`config.mk`:
```
export PLATFORM = sky130hd
export DESIGN_NAME = itof_pipe
export DESIGN_NICKNAME = d
export VERILOG_FILES = /design/src/rtl/itof_pipe.sv
export SDC_FILE = /design/constraint.sdc
export NUM_CORES = 1
export LEC_CHECK = 0
export CORE_ASPECT_RATIO = 1.1
export CORE_MARGIN = 2
export CORE_UTILIZATION = 60
export DETAILED_ROUTE_END_ITERATION = 10
export GPL_ROUTABILITY_DRIVEN = 0
export PLACE_DENSITY_LB_ADDON = 0.25
export SLEW_MARGIN = 20
export SYNTH_ARGS = -nofsm -noshare
export SYNTH_HDL_FRONTEND = slang
export SYNTH_SLANG_ARGS = --single-unit
export TNS_END_PERCENT = 5
```
`constraint.sdc`:
```
create_clock -name clk -period 6.2 [get_ports clk]
set_clock_uncertainty 0.1 [all_clocks]
set_input_delay 1.24 -clock clk [delete_from_list [all_inputs] [get_ports clk]]
set_output_delay 1.24 -clock clk [all_outputs]
set_load 0.1 [all_outputs]
```
`src/rtl/itof_pipe.sv`:
```
// Three-stage integer to IEEE-754 binary32 converter with valid/ready flow control.
// Stages: absolute value, leading-one normalise, round-and-pack.
module itof_pipe #(
    parameter int unsigned W = 32
) (
    input  logic         clk,
    input  logic         rstn,
    input  logic         in_valid,
    output logic         in_ready,
    input  logic [W-1:0] in_x,
    input  logic         in_signed,
    input  logic         in_rtz,
    output logic         out_valid,
    input  logic         out_ready,
    output logic [31:0]  out_y,
    output logic         out_inexact
);
    localparam int unsigned PW = $clog2(W);
    localparam int unsigned EW = W + 24;

    logic advance;
    logic v1_q, v2_q, v3_q;

    logic [W-1:0]  mag1_d, mag1_q;
    logic          sign1_d, sign1_q, rtz1_q, zero1_q;

    logic [PW-1:0] p2_d, p2_q;
    logic [22:0]   m2_d, m2_q;
    logic          g2_d, g2_q, s2_d, s2_q, sign2_q, rtz2_q, zero2_q;
    logic [W-2:0]  norm;
    logic [EW-1:0] ext;

    logic          up;
    logic [23:0]   msum;
    logic [7:0]    exp3;
    logic [31:0]   y_d;
    logic          inexact_d;

    // The whole pipe moves as one; it only stalls while the output is held.
    assign advance   = ~v3_q | out_ready;
    assign in_ready  = advance;
    assign out_valid = v3_q;

    always_comb begin
        sign1_d = in_signed & in_x[W-1];
        mag1_d  = sign1_d ? -in_x : in_x;
    end

    always_comb begin
        p2_d = '0;
        for (int unsigned i = 0; i < W; i++) begin
            if (mag1_q[i]) p2_d = i[PW-1:0];
        end
        // Leading one is dropped; padding below it supplies zero mantissa/guard bits for small W.
        norm = (W-1)'(mag1_q << (PW'(W - 1) - p2_d));
        ext  = {norm, 25'd0};
        m2_d = ext[EW-1 -: 23];
        g2_d = ext[W];
        s2_d = |ext[W-1:0];
    end

    always_comb begin
        up   = ~rtz2_q & g2_q & (s2_q | m2_q[0]);
        msum = {1'b0, m2_q} + {23'd0, up};
        exp3 = 8'd127 + 8'(p2_q) + {7'd0, msum[23]};
        if (zero2_q) begin
            y_d       = 32'd0;
            inexact_d = 1'b0;
        end else begin
            y_d       = {sign2_q, exp3, msum[23] ? 23'd0 : msum[22:0]};
            inexact_d = g2_q | s2_q;
        end
    end

    always_ff @(posedge clk or negedge rstn) begin
        if (!rstn) begin
            v1_q        <= 1'b0;
            v2_q        <= 1'b0;
            v3_q        <= 1'b0;
            mag1_q      <= '0;
            sign1_q     <= 1'b0;
            rtz1_q      <= 1'b0;
            zero1_q     <= 1'b0;
            p2_q        <= '0;
            m2_q        <= '0;
            g2_q        <= 1'b0;
            s2_q        <= 1'b0;
            sign2_q     <= 1'b0;
            rtz2_q      <= 1'b0;
            zero2_q     <= 1'b0;
            out_y       <= 32'd0;
            out_inexact <= 1'b0;
        end else if (advance) begin
            v1_q        <= in_valid;
            v2_q        <= v1_q;
            v3_q        <= v2_q;
            mag1_q      <= mag1_d;
            sign1_q     <= sign1_d;
            rtz1_q      <= in_rtz;
            zero1_q     <= (mag1_d == '0);
            p2_q        <= p2_d;
            m2_q        <= m2_d;
            g2_q        <= g2_d;
            s2_q        <= s2_d;
            sign2_q     <= sign1_q;
            rtz2_q      <= rtz1_q;
            zero2_q     <= zero1_q;
            out_y       <= y_d;
            out_inexact <= inexact_d;
        end
    end

endmodule

```
# == Word level (Yosys, flattened, before mapping) ==
# Index checks and enable logic that the tools add are counted.
# op_classes
addsub,5
shift,1
muxes,35
n_bitwise,8
reduce_logical,2
# ops
op,count
$mux 5,30
$mux 32,2
$logic_not 32->1,1
$neg 32->32,1
$shl 32x5->31,1
$add 23x1->24,1
$mux 23,1
$add 7x5->8 const A,1
$add 8x1->8,1
$reduce_or 7->1,1
$sub 5x5->5 const A,1
$and 1x1->1,3
$or 1x1->1,3
$mux 1,2
$not 1->1,2
# word_totals
register_bits,104
input_bits,38
output_inout_bits,35
wordCells,67

# == Depth between registers and ports, before layout ==
# Gate-level depths: netlist of the first run.
# logic_depth
depth_word,34
mapped_depth,12
mapped_depth_nobuf,11

# == Least setup slack after synthesis of the first run ==
# Ideal clock, no wire load.
# synth_path
path_type,input port to output port
start,input port out_ready
end,output port in_ready
t_arrival_ns,2.794
required_ns,4.860
setup_slack_ns,2.066
stages,5
path_buffers,3
cell_sequence,nor2b_1 > clkbuf_1 > inv_1 > clkbuf_1 > buf_1
# synth_via
elab_chain_len,1
# synth_rtl
element,line,source
"start, declared",14,"input logic out_ready,"
$or 1x1->1,40,assign advance = ~v3_q | out_ready;
"end, declared",9,"output logic in_ready,"
# Every way passes these cells.

# == Worst setup path in the final report of the first run ==
# layout_path
start,input port in_x[4]
end,register zero1_q
# layout_via
elab_chain_len,3
# layout_rtl
element,line,source
"start, declared",10,"input logic [W-1:0] in_x,"
$neg 32->32,46,mag1_d = sign1_d ? -in_x : in_x;
$mux 32 *,46,
$logic_not 32->1 *,100,zero1_q <= (mag1_d == '0);
"end signal, assigned",100,
"end, declared",25,"logic sign1_d, sign1_q, rtz1_q, zero1_q;"
# Every way passes the cells marked *; elsewhere a longest branch is shown, timed or not.
# A chain may end at the register's enable or synchronous reset.

==> flow_summary.json, run 1 <==
{
  "status": "completed",
  "clkTransAtPathRegs_ps": 70,
  "period_share": 0.6816,
  "cpPeakStageDelay_ps": 550,
  "via_count": 6744,
  "power.density_nw_per_um2": 512.9,
  "p_total_mw": 4.251,
  "seq_area_frac_synth": 0.3594,
  "ir_drop_uv": 413.7,
  "hp-start": "v2_q$_DFFE_PN0P_",
  "yosys_most_used_dff": "dfrtp_1",
  "tns_ps": 0,
  "grt_pass1_wl_mm": 29.82,
  "reg2reg_depth": 9,
  "syn-instance-count": 873,
  "cts_max_path_buffers": 2,
  "path_cells": "clkdlybuf4s50_1 > nor3_1 > and2_1 > nand2_1 > or3_1 > nor4_4 > a21oi_1 > o32a_1 > nor4_1 > a22o_1",
  "final_antenna_net_count": 0,
  "rsz0062_at_grt": "no",
  "die_w_um": 108.7,
  "start_util": 0.6070,
  "cp-startpoint": "in_x[4]",
  "ys_seq_elements": 104,
  "avgSynthCellArea_um2": 8.294,
  "hold_depth": 1,
  "leakage_nw": 3.382,
  "post_drt_via_cell_ratio": 6.315,
  "cts_resized": 0,
  "grt_max_degree": 66,
  "seq_area_um2": 2603,
  "detail_route.wirelength_mm": 18.01,
  "tritoncts": "done",
  "hp-class": "register to register",
  "cts_buffers": 9,
  "n_antenna_cell": 0,
  "crit_slowest_cell": "clkdlybuf4s50_1",
  "wire_per_inst_um": 16.86,
  "slew_headroom": 0.3435,
  "async_reset_ff_frac": 1.000,
  "core_area_um2": 11930,
  "final_nets": 952,
  "pwr-share-comb": 0.577,
  "synth_cell_types": 73,
  "yosysWarnings": 0,
  "netlist_area_um2": 7241,
  "area_growth_pct": 14.48,
  "overflow": 0,
  "grt.total_usage": 0.2852,
  "setup_viol": 0,
  "rr_startpoint": "mag1_q[18]$_DFFE_PN0P_",
  "syn_nets": 916,
  "synth_edf_count": 0,
  "htree_levels": 3,
  "critPathLaunchType": "primary input",
  "std_cell_rows": 42,
  "hold_violations": 0,
  "pwr-share-seq": 0.285,
  "postCtsSetupRepairBufs": 0,
  "port_buffers": 72,
  "grt_antenna_before_repair": 0,
  "clock_power_share": 0.138,
  "p_int_mw": 2.057,
  "multi_input_area_um2": 4343,
  "initialDrtViolationCount": 584,
  "io_pins": 73,
  "p_sw_mw": 2.194,
  "drc": 0,
  "die_h_um": 119.2,
  "cap_violations": 0,
  "cts_hold_buf": 0,
  "clock_latency_ps": 360,
  "drtPass1Iterations": 5,
  "cp.required_ps": 6400,
  "cts_root_buf": "clkbuf_16",
  "layout.cells.most_common_list": "142 x nand2_1, 104 x dfrtp_1, 83 x nor2_1",
  "drive_above_1_share": 0.05580,
  "worst_pin_slew_ps": 981.7,
  "grt_pass1_vias": 6406,
  "switching_share": 0.5160,
  "dp_hpwl_mm": 13.28,
  "setup.worst_path.end_class": "register",
  "die_area_um2": 12960,
  "critPathArrivalTime_ps": 4420,
  "cts.sinks": 104,
  "layout_commonest_cell": "nand2_1",
  "fin_crit_ps": 4226,
  "crit_fanout": 8,
  "path_class": "primary input to register",
  "n_fill_cell": 1008,
  "finalMaxSlewViolations": 0,
  "fmax_mhz": 236.6
}
[critical path: cells and delay by family]
| family | cells | cell delay [ps] |
|---|---|---|
| AOI/OAI and AO/OA | 3 | 610 |
| buffers and inverters | 1 | 550 |
| and+or+nand+nor | 6 | 2030 |
[cells by family (layout without fill, tap and decap cells)]
family,after synthesis,count (layout),share of synthesized area
AOI/OAI and AO/OA,219,219,0.1963
buffers and inverters,72,113,0.04233
DFF,104,104,0.3594
adders and majority gates,5,5,0.008640
muxes,75,75,0.1092
and+or+nand+nor,343,343,0.2176
xor gates and xnor gates,55,55,0.06653
[area by class of cell]
class | instances | area share
clock buffers | 11 | 0.02928
repair buffers | 81 | 0.09449
inverters | 16 | 0.007245
well taps | 154 | 0.02325
multi-input cells | 697 | 0.5239
clock inverters | 5 | 0.007849
flip-flops and latches | 104 | 0.3140
[synthesized netlist by cell type, types with 7 or more instances]
master	n	share of area
nand2b_1	7	0.0060
a21oi_1	41	0.028
dfrtp_1	104	0.36
a221oi_1	7	0.0085
xnor2_1	25	0.030
nor4_1	14	0.012
nor2_1	83	0.043
nor3_1	20	0.014
o31ai_1	12	0.012
xor2_1	30	0.036
buf_1	7	0.0036
o21ai_0	82	0.057
nand2_1	142	0.074
a221o_1	7	0.0097
clkbuf_1	34	0.018
nand3_1	25	0.017
mux2i_1	64	0.088
a22oi_1	7	0.0073
mux2_2	8	0.012
a22o_1	8	0.0097
buf_2	11	0.0076
or3_1	12	0.010
inv_1	15	0.0078
[per-stage QoR]
stage | cells | instance area, um^2 | worst slack, ps | hold WS, ps | util
6_report | 1068 | 8289 | 1974 | 363.1 | 0.6949
2_1_floorplan | 873 | 7241 | 2066 | 330.0 | -
4_1_cts | 1068 | 8289 | 2033 | 366.2 | 0.6949
5_1_grt | 1068 | 8289 | 1704 | 383.1 | 0.6949
3_5_place_dp | 1052 | 7981 | 1672 | 349.5 | 0.6691
3_3_place_gp | 1052 | 7978 | 1795 | 341.0 | 0.6688
[path summary, 6_finish.rpt]
kind,slack (ps),end
max,1970,zero1_q$_DFFE_PN0P_
min,360,out_valid$_DFFE_PN0P_
max reg2reg,2260,m2_q[6]$_DFFE_PN0P_
min reg2reg,360,out_valid$_DFFE_PN0P_
max in group asynchronous,4080,mag1_q[31]$_DFFE_PN0P_
min in group asynchronous,750,out_y[13]$_DFFE_PN0P_
[power by group through the flow]
stage          clock network (mW)  registers (mW)  logic, mW
2_1_floorplan                   0            1.85       1.19
3_3_place_gp                    0            1.20       2.37
3_5_place_dp                    0            1.22       2.41
4_1_cts                     0.590            1.21       2.42
5_1_grt                     0.617            1.25       2.61
6_report                    0.585            1.21       2.45
[metal layers]
layer | wire [um] | GRT usage | up-vias | share of wire
li1 | - | - | 3207 | -
met1 | 7369 | 0.3506 | 3188 | 0.41
met2 | 8894 | 0.4770 | 272 | 0.49
met3 | 901 | 0.03339 | 77 | 0.050
met4 | 845 | 0.1683 | 0 | 0.047
met5 | 0 | 0 | - | 0
[sequential cells by signal, summed over array words and instances, names as in the netlist]
register	cells
g2_q	1
m2_q	23
mag1_q	32
out_inexact	1
out_valid	1
out_y	32
p2_q	5
rtz1_q	1
rtz2_q	1
s2_q	1
sign1_q	1
sign2_q	1
v1_q	1
v2_q	1
zero1_q	1
zero2_q	1
No activity file was read; power rests on OpenSTA's default activity.
==> inputs of run 2 (changes only) <==
CORE_UTILIZATION = 53   (was 60)
clock period = 3.64 ns   (was 6.2 ns; I/O delays follow)
==> flow_summary.json, run 2 (synthesized netlist as in run 1, its figures left out) <==
{
  "status": "completed",
  "htree_levels": 3,
  "slew_headroom": 0.3517,
  "cts_buffers": 9,
  "path_cells": "o311ai_0 > a311oi_2 > buf_4 > nor2_2 > buf_4 > mux2i_1 > mux2i_1 > mux2i_1 > o22ai_1 > a221o_1",
  "cpPeakStageDelay_ps": 580,
  "wire_per_inst_um": 16.10,
  "rsz0062_at_grt": "no",
  "tritoncts": "done",
  "cts_max_path_buffers": 2,
  "cts_hold_buf": 0,
  "overflow": 0,
  "holdWs_ps": 348.2,
  "cp_top_family": "compound AO/OA/AOI/OAI gates",
  "ir_drop_uv": 336.9,
  "grt_pass1_vias": 6458,
  "detail_route.wirelength_mm": 18.61,
  "layout.cells.most_common_list": "142 x nand2_1, 104 x dfrtp_1, 83 x nor2_1",
  "via_count": 6802,
  "placed_cell_area_um2": 8476,
  "grt_pass1_wl_mm": 31.20,
  "fmax_mhz": 287.5,
  "dp_hpwl_mm": 14.09,
  "start_util": 0.5457,
  "cts_resized": 0,
  "period_share": 0.9556,
  "layoutNonFillerInstCount": 1156,
  "drc": 0,
  "final_nets": 1010,
  "crit_fanout": 10,
  "leakage_nw": 3.674,
  "cp.required_ps": 3780,
  "finalMaxSlewViolations": 0,
  "grt_antenna_before_repair": 0,
  "worst_slack_ps": 161.5,
  "clock_latency_ps": 360,
  "cap_violations": 0,
  "final_core_util": 0.6606,
  "area_growth_pct": 21.05,
  "crit_slowest_cell": "o311ai_0",
  "die_area_um2": 14610,
  "path_class": "register to register",
  "cts_root_buf": "clkbuf_16",
  "hp-class": "primary input to asynchronous set/reset pin",
  "worst_pin_slew_ps": 969.4,
  "path_common_cell": "mux2i_1",
  "layout_commonest_cell": "nand2_1",
  "hold_violations": 0,
  "place_ws_ps": -123.8,
  "die_w_um": 115.4,
  "setup_viol": 0,
  "final_antenna_net_count": 0,
  "io_pins": 73,
  "drive_above_1_share": 0.1111,
  "top_regs": "mag1_q: 32 flops, out_y: 32 flops, m2_q: 23 flops",
  "crit_buf_inv": 2,
  "power.density_nw_per_um2": 839.1,
  "n_antenna_cell": 0,
  "dp.cells": 1140,
  "post_drt_via_cell_ratio": 5.884,
  "fin_crit_ps": 3478,
  "drtPass1Iterations": 5,
  "clkTransAtPathRegs_ps": 70,
  "grt.total_usage": 0.2632,
  "postCtsSetupRepairBufs": 0,
  "core_area_um2": 13270,
  "cts.sinks": 104,
  "n_fill_cell": 1136,
  "std_cell_rows": 44,
  "initialDrtViolationCount": 473,
  "critPathArrivalTime_ps": 3620,
  "port_buffers": 72,
  "setup.worst_path.end_class": "register",
  "critPathLaunchType": "register",
  "die_h_um": 126.6,
  "grt_max_degree": 62,
  "finalInstanceArea_um2": 8765
}
-- run 2: cell types whose count changed in the layout (fill, tap and decap cells not counted) --
cell	change
o21ai_2	-1
buf_12	+2
o21ai_1	+1
inv_6	+3
buf_4	+56
bufinv_16	-1
clkinvlp_4	-2
-- run 2: cell type report --
cell class,instances,area [um^2],share of cell area
Sequential cell,104,2603,0.2969
Timing Repair Buffer,139,1244,0.1419
Clock inverter,5,46.29,0.005282
Clock buffer,11,242.7,0.02769
Tap cell,184,230.2,0.02627
Inverter,16,60.06,0.006852
Multi-Input combinational cell,697,4339,0.4951
-- run 2: worst paths after layout --
kind                       cells past startpoint  slack (ps)                   from               endpoint
hold reg to reg                                2         370  out_y[31]$_DFFE_PN0P_  out_y[31]$_DFFE_PN0P_
min in group clk                               2         370  out_y[31]$_DFFE_PN0P_  out_y[31]$_DFFE_PN0P_
max in group asynchronous                      2        2410                   rstn    zero1_q$_DFFE_PN0P_
hold / removal                                 1         350                   rstn  out_y[16]$_DFFE_PN0P_
setup reg to reg                              10         160  mag1_q[4]$_DFFE_PN0P_   m2_q[15]$_DFFE_PN0P_
setup / recovery                              10         160  mag1_q[4]$_DFFE_PN0P_   m2_q[15]$_DFFE_PN0P_
-- run 2: power breakdown --
group	switching, mW	total, mW	internal, mW	leakage [nW]
sequential	0.458	2.05	1.60	1.24
clock	0.454	0.950	0.497	0.143
combinational	2.88	4.35	1.48	2.29
-- run 2: through the flow --
stage                     TNS [ps]  power [mW]
after global placement      -37.80       6.283
after floorplan                  0       5.184
after global routing             0       7.770
after CTS                        0       7.322
after detailed placement    -123.8       6.361
final                            0       7.354
-- run 2: metal layers --
layer	track usage	vias to the layer above	share of wire
met5	0	-	0
met4	0.1120	0	0.039
met3	0.03201	53	0.039
met2	0.4551	214	0.50
li1	-	3349	-
met1	0.3292	3186	0.42
==> variant 1: new RTL, settings of run 2 <==
Make the reset (`rstn`) synchronous in one clocked block.
--- a/src/rtl/itof_pipe.sv
+++ b/src/rtl/itof_pipe.sv
@@ -72,7 +72,7 @@
         end
     end
 
-    always_ff @(posedge clk or negedge rstn) begin
+    always_ff @(posedge clk) begin
         if (!rstn) begin
             v1_q        <= 1'b0;
             v2_q        <= 1'b0;
Behaviour: differs if rstn is asserted again (counterexample within 4 cycles, from zero or initial values and one cycle with rstn low); with rstn held inactive, the same outputs for 4 cycles.
==> variant 1 against run 2 <==
Sequential cell count is the same. Wire length grew 0.33%. First-iteration DRC count grew 26%. Cell area shrank 6.1%. Cell count shrank 4.3%. Global-route usage grew 0.21 points. Critical endpoint is now m2_q[0]. Setup slack gained 0.14 ns. Synthesized area shrank 2.5%. Sequential share of layout area shrank 4.4 points.
Power is not compared: it rests on default switching activity, and its combinational part moved more than twofold at a synthesized area within 25%.
==> variant 1: results (changes against run 2) <==
metric,value,unit,change
Static Leak,3.32,nW,
largest fanout on the critical path,41,,+31
pin count of the biggest net entering global routing,63,,+1.6%
First-pass DRT Iterations,5,,unchanged
Worst-Margin Slew,0.989,ns,+0.0198 ns
async set or reset register ratio after synthesis,0,,-1.00
Nets,984,,-2.6%
DRT iter0 DRCs,595,,+26%
DP Wirelength,13.8,mm,-1.9%
gr usage total,0.265,,+0.00208
"Distinct cells, synth",76,,+4.1%
sequential element share of the synthesized area,0.295,,-0.0646
Placement Cell Area,7950,sq um,-6.2%
status,finished clean,,
post-synthesis adder-cell area fraction,0.00886,,+0.000219
syn_nets,937,,+2.3%
post-synthesis xor/xnor area fraction,0.0633,,-0.00328
post-CTS sizing,0,,unchanged
Post-synth top cells,"nor2_1, dfxtp_1, nand2_1",,
Max Freq,0.299,GHz,+4.1%
met2 usage,0.439,,-0.0164
share of cells above drive strength 1,0.0804,,-0.0307
met3 Use GR,0.0334,,+0.00143
dominant synthesized flop cell,dfxtp_1,,
post-synthesis compound-gate area fraction,0.229,,+0.0326
Largest regs,"mag1_q (32), out_y (32), m2_q (23)",,
global-route wire length before repair,31.2,mm,-0.11%
global route overflow,0,,unchanged
Hold Worst Slack,0.350,ns,+0.00181 ns
GR Layer Usage met1,0.345,,+0.0155
routed vias,6742,,-0.88%
Max clock buf depth,2,,unchanged
number of global-route vias before repair,6225,,-3.6%
crit path DAT,3.49,ns,-0.13 ns
r2r setup slk,0.30,ns,+0.14 ns
post-synthesis mux area share,0.130,,+0.0207
DRT Wirelength,18.7,mm,+0.33%
Net Sw Frac,0.402,,
dpl ws,0.159,ns,+0.282 ns
top post-synthesis cells by area,"dfxtp_1, mux2i_1, nor2_1, nand2_1, a22oi_1",,
==> variant 1: final cells by class <==
class	instances	area, sq um
fill	1185	4880
multi-input combinational	701	4590
sequential	104	2080
timing repair buffer	108	1010
clock buffer	9	225
tap	161	201
inverter	17	63.8
clock inverter	6	51.3
==> variant 1: critical path, cell delays in order, from the launching register on <==
cell      delay (ns)
dfxtp_1         0.50
inv_2           0.07
a221oi_2        0.33
o211ai_2        0.19
a221oi_4        0.32
buf_12          0.28
mux4_1          0.65
mux2i_1         0.38
o21ai_0         0.14
a22o_1          0.24
==> variant 1: routing by layer <==
metal | routed length (microns) | vias up
met3 | 978 | 52
met4 | 775 | 0
li1 | - | 3342
met2 | 8790 | 259
met5 | 0 | -
met1 | 8130 | 3089
==> variant 1: stage by stage <==
stage	utilization	total power, mW	std cells
finish	0.628	3.92	1106
global placement	0.607	2.98	1091
floorplan	-	2.62	894
global route	0.628	4.11	1106
CTS	0.628	3.91	1106
detailed placement	0.607	3.00	1091
==> variant 1: cell families after synthesis <==
group                    count (synthesis)
multiplexers                            86
buffers and inverters                   89
flip-flops                             104
adder cells (fa/ha/maj)                  5
XOR/XNOR                                51
AO/OA/AOI/OAI                          227
AND/OR/NAND/NOR                        332
==> variant 1: power by group through the flow <==
stage	Sequential [mW]	Clock, mW	Combinational (mW)
after floorplan	1.69	0	0.924
after global placement	1.45	0	1.53
after detailed placement	1.46	0	1.54
after CTS	1.43	0.933	1.55
after global routing	1.46	0.981	1.67
final	1.44	0.921	1.57
==> variant 1: final timing paths <==
kind                   from         to  cells past startpoint
hold reg to reg   out_y[31]  out_y[31]                      2
hold / removal    out_y[31]  out_y[31]                      2
setup / recovery  mag1_q[5]    m2_q[0]                      9
setup reg to reg  mag1_q[5]    m2_q[0]                      9
==> variant 2: new RTL, flow settings as in run 2 <==
Without the edit above. Change the parameter `W` from 32 to 16.
--- a/src/rtl/itof_pipe.sv
+++ b/src/rtl/itof_pipe.sv
@@ -1,7 +1,7 @@
 // Three-stage integer to IEEE-754 binary32 converter with valid/ready flow control.
 // Stages: absolute value, leading-one normalise, round-and-pack.
 module itof_pipe #(
-    parameter int unsigned W = 32
+    parameter int unsigned W = 16
 ) (
     input  logic         clk,
     input  logic         rstn,
Interface: changed (resized in_x); port bits go from 73 to 57. The function was not compared with the original's and may differ.
==> variant 2 against run 2 <==
Sequential cell count shrank 39. Setup slack gained 0.49 ns. Die area shrank 44%. Cell area shrank 48%. Critical path type is now in2out. Critical path depth shrank 6. Synthesized area shrank 45%. Total power shrank 46%. Combinational power shrank 50%. Wire length shrank 52%.
==> variant 2: results (changes against run 2) <==
metric,value,unit,change
R2R cell count,6,,-4
largest fanout on the critical path,14,,+4
sequential element share of the synthesized area,0.411,,+0.0520
r2r setup slk,0.91,ns,+0.75 ns
Pint,1.90,mW,-47%
Post-synth top cells,"nand2_1, dfrtp_1, nor2_1",,
status,finished clean,,
First-pass DRT Iterations,7,,+2
Port Buffers,46,,-36%
FILL cells,658,,-42%
number of global-route vias before repair,3325,,-49%
routed vias,3551,,-48%
pin count of the biggest net entering global routing,47,,-24%
Power Clock,567,uW,-40%
share of cells above drive strength 1,0.0783,,-0.0328
post-synthesis adder-cell area fraction,0.00949,,+0.000854
RR Startpoint,mag1_q[3],,
CP Capture Point,in_ready,,
Tmin final,2.99,ns,-0.491 ns
Worst setup EP type,primary output,,
Worst-Margin Slew,0.981,ns,+0.0117 ns
VDD IR max,350,uV,+3.9%
post-layout util,0.625,,-0.0360
DP Wirelength,6.61,mm,-53%
Static Leak,1.91,nW,-48%
R2R Path End,m2_q[22],,
met3 wire length,487,microns,-33%
post-synthesis compound-gate area fraction,0.214,,+0.0179
DRT Wirelength,8.93,mm,-52%
met1 WL,3.69,mm,-53%
Non-clock buffers,54,,-61%
==> variant 2: cell types whose count changed after synthesis, moves of 21 or more <==
cell,run 2,this run
xor2_1,30,9
a21oi_1,41,17
dfrtp_1,104,65
nand2_1,142,87
nor2_1,83,34
mux2i_1,64,5
o21ai_0,82,29
==> variant 2: worst min path at each step <==
| stage | depth (start not counted) | slack (ns) | to |
|---|---|---|---|
| 6_report | 1 | 0.26 | out_y[8] |
| 5_1_grt | 1 | 0.32 | out_y[25] |
| 4_1_cts | 1 | 0.37 | out_valid |
| 3_5_place_dp | 2 | 0.35 | out_y[31] |
| 3_3_place_gp | 1 | 0.34 | out_valid |
| 2_1_floorplan | 0 | 0.33 | m2_q[10] |
==> variant 2: worst max-delay path: stages <==
cell and delay, ns:
clkdlybuf4s50_1 0.45, nor2b_4 0.34, inv_1 0.36, buf_12 0.28
